$ cat src/rtl/video_timing_gen.sv
// Parametrised raster timing generator: pixel position, pixel request, frame/line
// markers, and hsync/vsync/de delayed to line up with pipelined pixel data.
module video_timing_gen #(
    parameter int unsigned H_ACTIVE  = 640,
    parameter int unsigned H_FP      = 16,
    parameter int unsigned H_SYNC    = 96,
    parameter int unsigned H_BP      = 48,
    parameter int unsigned V_ACTIVE  = 480,
    parameter int unsigned V_FP      = 10,
    parameter int unsigned V_SYNC    = 2,
    parameter int unsigned V_BP      = 33,
    parameter bit          HSYNC_POL = 1'b0,
    parameter bit          VSYNC_POL = 1'b0,
    parameter int unsigned PIPE_DLY  = 2,
    parameter int unsigned CW        = 11
) (
    input  logic          clk,
    input  logic          reset,
    input  logic          ce,
    output logic [CW-1:0] x,
    output logic [CW-1:0] y,
    output logic          req,
    output logic          frame_start,
    output logic          line_start,
    output logic          hsync,
    output logic          vsync,
    output logic          de
);

    localparam int unsigned H_TOTAL = H_ACTIVE + H_FP + H_SYNC + H_BP;
    localparam int unsigned V_TOTAL = V_ACTIVE + V_FP + V_SYNC + V_BP;

    localparam logic [CW-1:0] H_LAST   = CW'(H_TOTAL - 1);
    localparam logic [CW-1:0] V_LAST   = CW'(V_TOTAL - 1);
    localparam logic [CW-1:0] H_ACT    = CW'(H_ACTIVE);
    localparam logic [CW-1:0] V_ACT    = CW'(V_ACTIVE);
    localparam logic [CW-1:0] HS_START = CW'(H_ACTIVE + H_FP);
    localparam logic [CW-1:0] HS_END   = CW'(H_ACTIVE + H_FP + H_SYNC);
    localparam logic [CW-1:0] VS_START = CW'(V_ACTIVE + V_FP);
    localparam logic [CW-1:0] VS_END   = CW'(V_ACTIVE + V_FP + V_SYNC);

    logic [CW-1:0] h_cnt_q, h_cnt_d;
    logic [CW-1:0] v_cnt_q, v_cnt_d;
    logic          hs0, vs0;
    logic [2:0]    stage0;
    logic [2:0]    tap;

    // Wrap on >= so a corrupted count above the total recovers on the next ce edge.
    always_comb begin
        h_cnt_d = h_cnt_q;
        v_cnt_d = v_cnt_q;
        if (ce) begin
            if (h_cnt_q >= H_LAST) begin
                h_cnt_d = '0;
                if (v_cnt_q >= V_LAST) v_cnt_d = '0;
                else                   v_cnt_d = v_cnt_q + CW'(1);
            end else begin
                h_cnt_d = h_cnt_q + CW'(1);
            end
        end
    end

    always_ff @(posedge clk or negedge reset) begin
        if (!reset) begin
            h_cnt_q <= '0;
            v_cnt_q <= '0;
        end else begin
            h_cnt_q <= h_cnt_d;
            v_cnt_q <= v_cnt_d;
        end
    end

    always_comb begin
        req         = (h_cnt_q < H_ACT) && (v_cnt_q < V_ACT);
        frame_start = (h_cnt_q == '0) && (v_cnt_q == '0);
        line_start  = (h_cnt_q == '0);
        hs0         = (h_cnt_q >= HS_START) && (h_cnt_q < HS_END);
        vs0         = (v_cnt_q >= VS_START) && (v_cnt_q < VS_END);
        stage0      = {hs0, vs0, req};
        x           = h_cnt_q;
        y           = v_cnt_q;
    end

    generate
        if (PIPE_DLY == 0) begin : g_nodly
            always_comb tap = stage0;
        end else begin : g_dly
            // Packed chain: newest entry in the low bits, oldest at the top.
            logic [3*PIPE_DLY-1:0] dly_q;
            logic [3*PIPE_DLY+2:0] chain;

            always_comb chain = {dly_q, stage0};

            always_ff @(posedge clk or negedge reset) begin
                if (!reset)  dly_q <= '0;
                else if (ce) dly_q <= chain[3*PIPE_DLY-1:0];
            end

            always_comb tap = dly_q[3*PIPE_DLY-1 -: 3];
        end
    endgenerate

    always_comb begin
        hsync = tap[2] ? HSYNC_POL : ~HSYNC_POL;
        vsync = tap[1] ? VSYNC_POL : ~VSYNC_POL;
        de    = tap[0];
    end

endmodule
$ cat config.mk
export PLATFORM = sky130hd
export DESIGN_NAME = video_timing_gen
export DESIGN_NICKNAME = d
export VERILOG_FILES = /design/src/rtl/video_timing_gen.sv
export SDC_FILE = /design/constraint.sdc
export NUM_CORES = 1
export LEC_CHECK = 0
export BUFFER_PORTS_ARGS = -buffer_cell sky130_fd_sc_hd__buf_2
export CAP_MARGIN = 10
export CORE_UTILIZATION = 58
export DETAILED_ROUTE_END_ITERATION = 6
export PLACE_DENSITY = 0.84
export SLEW_MARGIN = 30
export SYNTH_ARGS = -nofsm -noshare
export SYNTH_HDL_FRONTEND = slang
export SYNTH_SLANG_ARGS = --single-unit
$ cat constraint.sdc
create_clock -name clk -period 5.8 [get_ports clk]
set_clock_uncertainty 0.2 [all_clocks]
set_input_delay 1.16 -clock clk [delete_from_list [all_inputs] [get_ports clk]]
set_output_delay 1.16 -clock clk [all_outputs]
set_load 0.005 [all_outputs]
==> summary.log <==
[pwr] areal power density over the cells 298 nW/um^2
[grt] overall global routing resource usage 0.274
[worst_setup_path] CP Launch Type register
[pwr] LEAKAGE 0.837 nW
[synth] synthesized area per cell 9.43 um^2
[final_layout] number of filler instances in the final layout 193
[pwr] maximum vdd drop 309 uV
[clocking] sink count of the clock tree 28
[timing] total of endpoints with negative setup slack in the final report 0
[synth] yosys warns 0
[floorplanning] top-level I/O count 31
[worst_setup_path] category of the most critical setup path reg -> out
[clocking] clock tree from TritonCTS yes
[synth] leading cell types by count after synthesis sky130_fd_sc_hd__dfrtp_1 (28), sky130_fd_sc_hd__nor2_1 (19), sky130_fd_sc_hd__inv_1 (11)
[route] 1st-pass router iterations 4
[floorplanning] horizontal extent of the die 53.6 um
[route] average wire per cell in the routed design 15.9 um
[final_layout] Multi-input gate area 785 um^2
[floorplanning] core box area 2500 um^2
[timing] Period minus WS final 3.21 ns
[route] routed vias/inst 6.37
[floorplanning] Die Y-Extent 53.6 um
[clocking] setup bufs post-CTS 0
[synth] fraction of the mapped netlist area in adder cells 0.0324
[synth] total of flip-flops plus latches after synthesis 28
[outcome] result of the run completed
[clocking] hold bufs inserted after CTS 0
[route] post-detailed-route DRC marker count 0
[route] number of DRC violations after detailed-routing iteration 0 76
[placed_design] IO buf count 30
[synth] share of synthesized area occupied by flip-flops and latches 0.453
[placed_design] DP Wirelength 2.56 mm
[final_layout] footprint of the flip-flops and latches 701 um^2
[clocking] TritonCTS Buffers 3
[worst_setup_path] top fanout value on the critical path 5
[route] drt total wl 3.55 mm
[synth] xor and xnor fraction of the mapped netlist area 0.0340
[grt] final global-route overflow total 0
[pwr] total design power 0.526 mW
[final_layout] Layout Nets 201
[worst_setup_path] Register-to-Register Setup Slack 3.55 ns
[timing] f_max 312 MHz
[timing] total count of max-transition violations in the final report 0
[synth] synthesized-area fraction occupied by ao, oa, aoi and oai cells 0.155
[clocking] CTS max path bufs 2
[route] remaining antenna violation count after routing 0
[worst_setup_path] data arrival at the endpoint of the critical path 1.85 ns
[grt] antenna violations before repair 0
[floorplanning] Initial Util 0.619
[synth] portion of synthesized cell area occupied by the leading cell type 0.453
[synth] share of flip-flops with an asynchronous set or reset 1.00
[hold_path] class of the worst hold path reg -> reg
[synth] post-synthesis net count 171
[synth] Synth Instances 164
[clocking] Clock Tree Root sky130_fd_sc_hd__clkbuf_4
[worst_setup_path] reg-to-reg endpoint y[5]
[final_layout] count of inserted antenna diode cells 0
[timing] relative max-transition margin 0.588
[timing] unrepaired setup endpoints after global routing no
[grt] maximum number of pins on one net before global-route repair 29
[final_layout] layout overhead on the synthesized area 14.2%
[floorplanning] die footprint 2880 um^2
[timing] hold violation count in the final report 0
[run] maximum capacitance violations 0
[grt] vias in the first global route 1187
[clocking] Clk pin slew, worst setup/hold paths 0.15 ns
[timing] slew at the pin closest to its max-slew limit 0.619 ns
[route] count of vias placed by the detailed router 1421
[worst_setup_path] start point of the critical path x[0]
[synth] most repeated cell in the gate-level netlist after synthesis sky130_fd_sc_hd__dfrtp_1
[worst_setup_path] worst reg2reg path startpoint y[5]
[synth] dominant cells by area after synthesis sky130_fd_sc_hd__dfrtp_1 (45%), sky130_fd_sc_hd__nor2_1 (4.6%), sky130_fd_sc_hd__and3_1 (3.2%)
[worst_setup_path] last element of the critical path frame_start
[synth] largest area contributor in the synthesized netlist sky130_fd_sc_hd__dfrtp_1
[synth] Post-synth top flop sky130_fd_sc_hd__dfrtp_1
[synth] count of flip-flops with a built-in enable after synthesis 0
[floorplanning] row count 18
[synth] dominant combinational cell family by area after synthesis simple AND/OR/NAND/NOR gates
[final_layout] fraction of final layout cells with drive strength greater than 1 0.223
[synth] Post-Synth Simple-Gate Area 0.244
[clocking] Resized Gates After CTS 0
[clocking] deepest level of the CTS H-tree 1
[synth] number of unique standard cell types used by synthesis 42
[clocking] clock latency of the later-clocked register in the worst-skew pair 0.32 ns
[synth] area of the mapped netlist 1550 um^2
[timing] final worst slack 2.59 ns
[worst_setup_path] worst reg2reg path depth 4
[synth] share of synthesized area spent on multiplexers 0.0421
[timing] setup_tns 0 ns
[timing] final period utilization 0.553
[grt] global-route wire length before repair 5.60 mm
[placed_design] Post-Place Worst Slack 2.97 ns
[worst_setup_path] Required @ worst endpoint 4.44 ns
[placed_design] RePlAce Congestion 0.871
[worst_setup_path] Critical Path End Type output port
cell families (layout without fill, tap and decap cells):
logic type / Yosys count / after routing
buffers and inverters: 16 / 45
and+or+nand+nor: 70 / 70
muxes: 6 / 6
xor gates and xnor gates: 6 / 6
AOI/OAI and AO/OA: 34 / 34
DFF: 28 / 28
adders and majority gates: 4 / 4
area by class of cell:
class                      instances  area share
clock buffer                       3      0.0127
clock inverter                     1      0.0170
inverter                          11      0.0234
multi-input combinational        120       0.444
sequential                        28       0.397
tap                               30      0.0212
timing repair buffer              30      0.0850
state kept, by name, indices dropped and copies added (netlist names):
register	cells
x	11
y	11
g_dly.dly_q	6
metrics by stage:
step	std cells	hold slack, ns	cell area (um^2)	utilization
6_report	223	0.316	1770	0.707
5_1_grt	223	0.347	1770	0.707
4_1_cts	223	0.318	1770	0.707
3_5_place_dp	219	0.283	1710	0.686
3_3_place_gp	219	0.261	1710	0.686
2_1_floorplan	164	0.249	1550	-
cell usage in the layout (no fill, tap or decap), types with 2 or more instances in the layout:
| cell | instances |
|---|---|
| sky130_fd_sc_hd__clkbuf_4 | 3 |
| sky130_fd_sc_hd__nor2_1 | 19 |
| sky130_fd_sc_hd__or4_1 | 2 |
| sky130_fd_sc_hd__nand2_1 | 10 |
| sky130_fd_sc_hd__or4_4 | 2 |
| sky130_fd_sc_hd__o21ai_1 | 7 |
| sky130_fd_sc_hd__and3_1 | 8 |
| sky130_fd_sc_hd__xor2_1 | 3 |
| sky130_fd_sc_hd__dfrtp_1 | 28 |
| sky130_fd_sc_hd__o31ai_1 | 2 |
| sky130_fd_sc_hd__xnor2_1 | 3 |
| sky130_fd_sc_hd__a22o_1 | 3 |
| sky130_fd_sc_hd__buf_2 | 30 |
| sky130_fd_sc_hd__ha_1 | 4 |
| sky130_fd_sc_hd__nand4_1 | 8 |
| sky130_fd_sc_hd__nor4_1 | 4 |
| sky130_fd_sc_hd__o22ai_1 | 3 |
| sky130_fd_sc_hd__inv_1 | 11 |
| sky130_fd_sc_hd__nand3_1 | 6 |
| sky130_fd_sc_hd__nor3_1 | 2 |
| sky130_fd_sc_hd__mux2i_1 | 2 |
| sky130_fd_sc_hd__o21ai_0 | 3 |
| sky130_fd_sc_hd__a221o_1 | 2 |
| sky130_fd_sc_hd__nor2b_1 | 2 |
| sky130_fd_sc_hd__a21oi_1 | 2 |
| sky130_fd_sc_hd__o211ai_1 | 4 |
| sky130_fd_sc_hd__mux2_2 | 4 |
where the power goes:
group | internal, mW | switching, mW
Sequential | 0.218 | 0.0433
Combinational | 0.0595 | 0.0787
Clock | 0.0698 | 0.0561
per-layer routing:
metal / GRT usage / vias up / share of wire
met3: 0.0282 / 10 / 0.089
met5: 0 / - / 0
met4: 0.110 / 0 / 0.020
met2: 0.383 / 92 / 0.43
met1: 0.426 / 657 / 0.46
li1: - / 662 / -
worst min-delay path by stage:
stage,cells past startpoint,slack (ns),endpoint,start
floorplan,2,0.25,g_dly.dly_q[4],g_dly.dly_q[1]
finish,2,0.32,g_dly.dly_q[5],g_dly.dly_q[2]
global placement,2,0.26,g_dly.dly_q[4],g_dly.dly_q[1]
detailed placement,2,0.28,g_dly.dly_q[5],g_dly.dly_q[2]
CTS,2,0.32,g_dly.dly_q[5],g_dly.dly_q[2]
global route,1,0.35,g_dly.dly_q[3],g_dly.dly_q[0]
worst max-delay path: stages, from the launching register on:
cell and delay (ns):
sky130_fd_sc_hd__dfrtp_1 0.46, sky130_fd_sc_hd__inv_1 0.12, sky130_fd_sc_hd__ha_1 0.17, sky130_fd_sc_hd__nor4b_1 0.22, sky130_fd_sc_hd__and3_1 0.26, sky130_fd_sc_hd__and4b_1 0.19
sky130_fd_sc_hd__buf_2 0.10
Note: power is estimated with default switching activity, not from simulation.
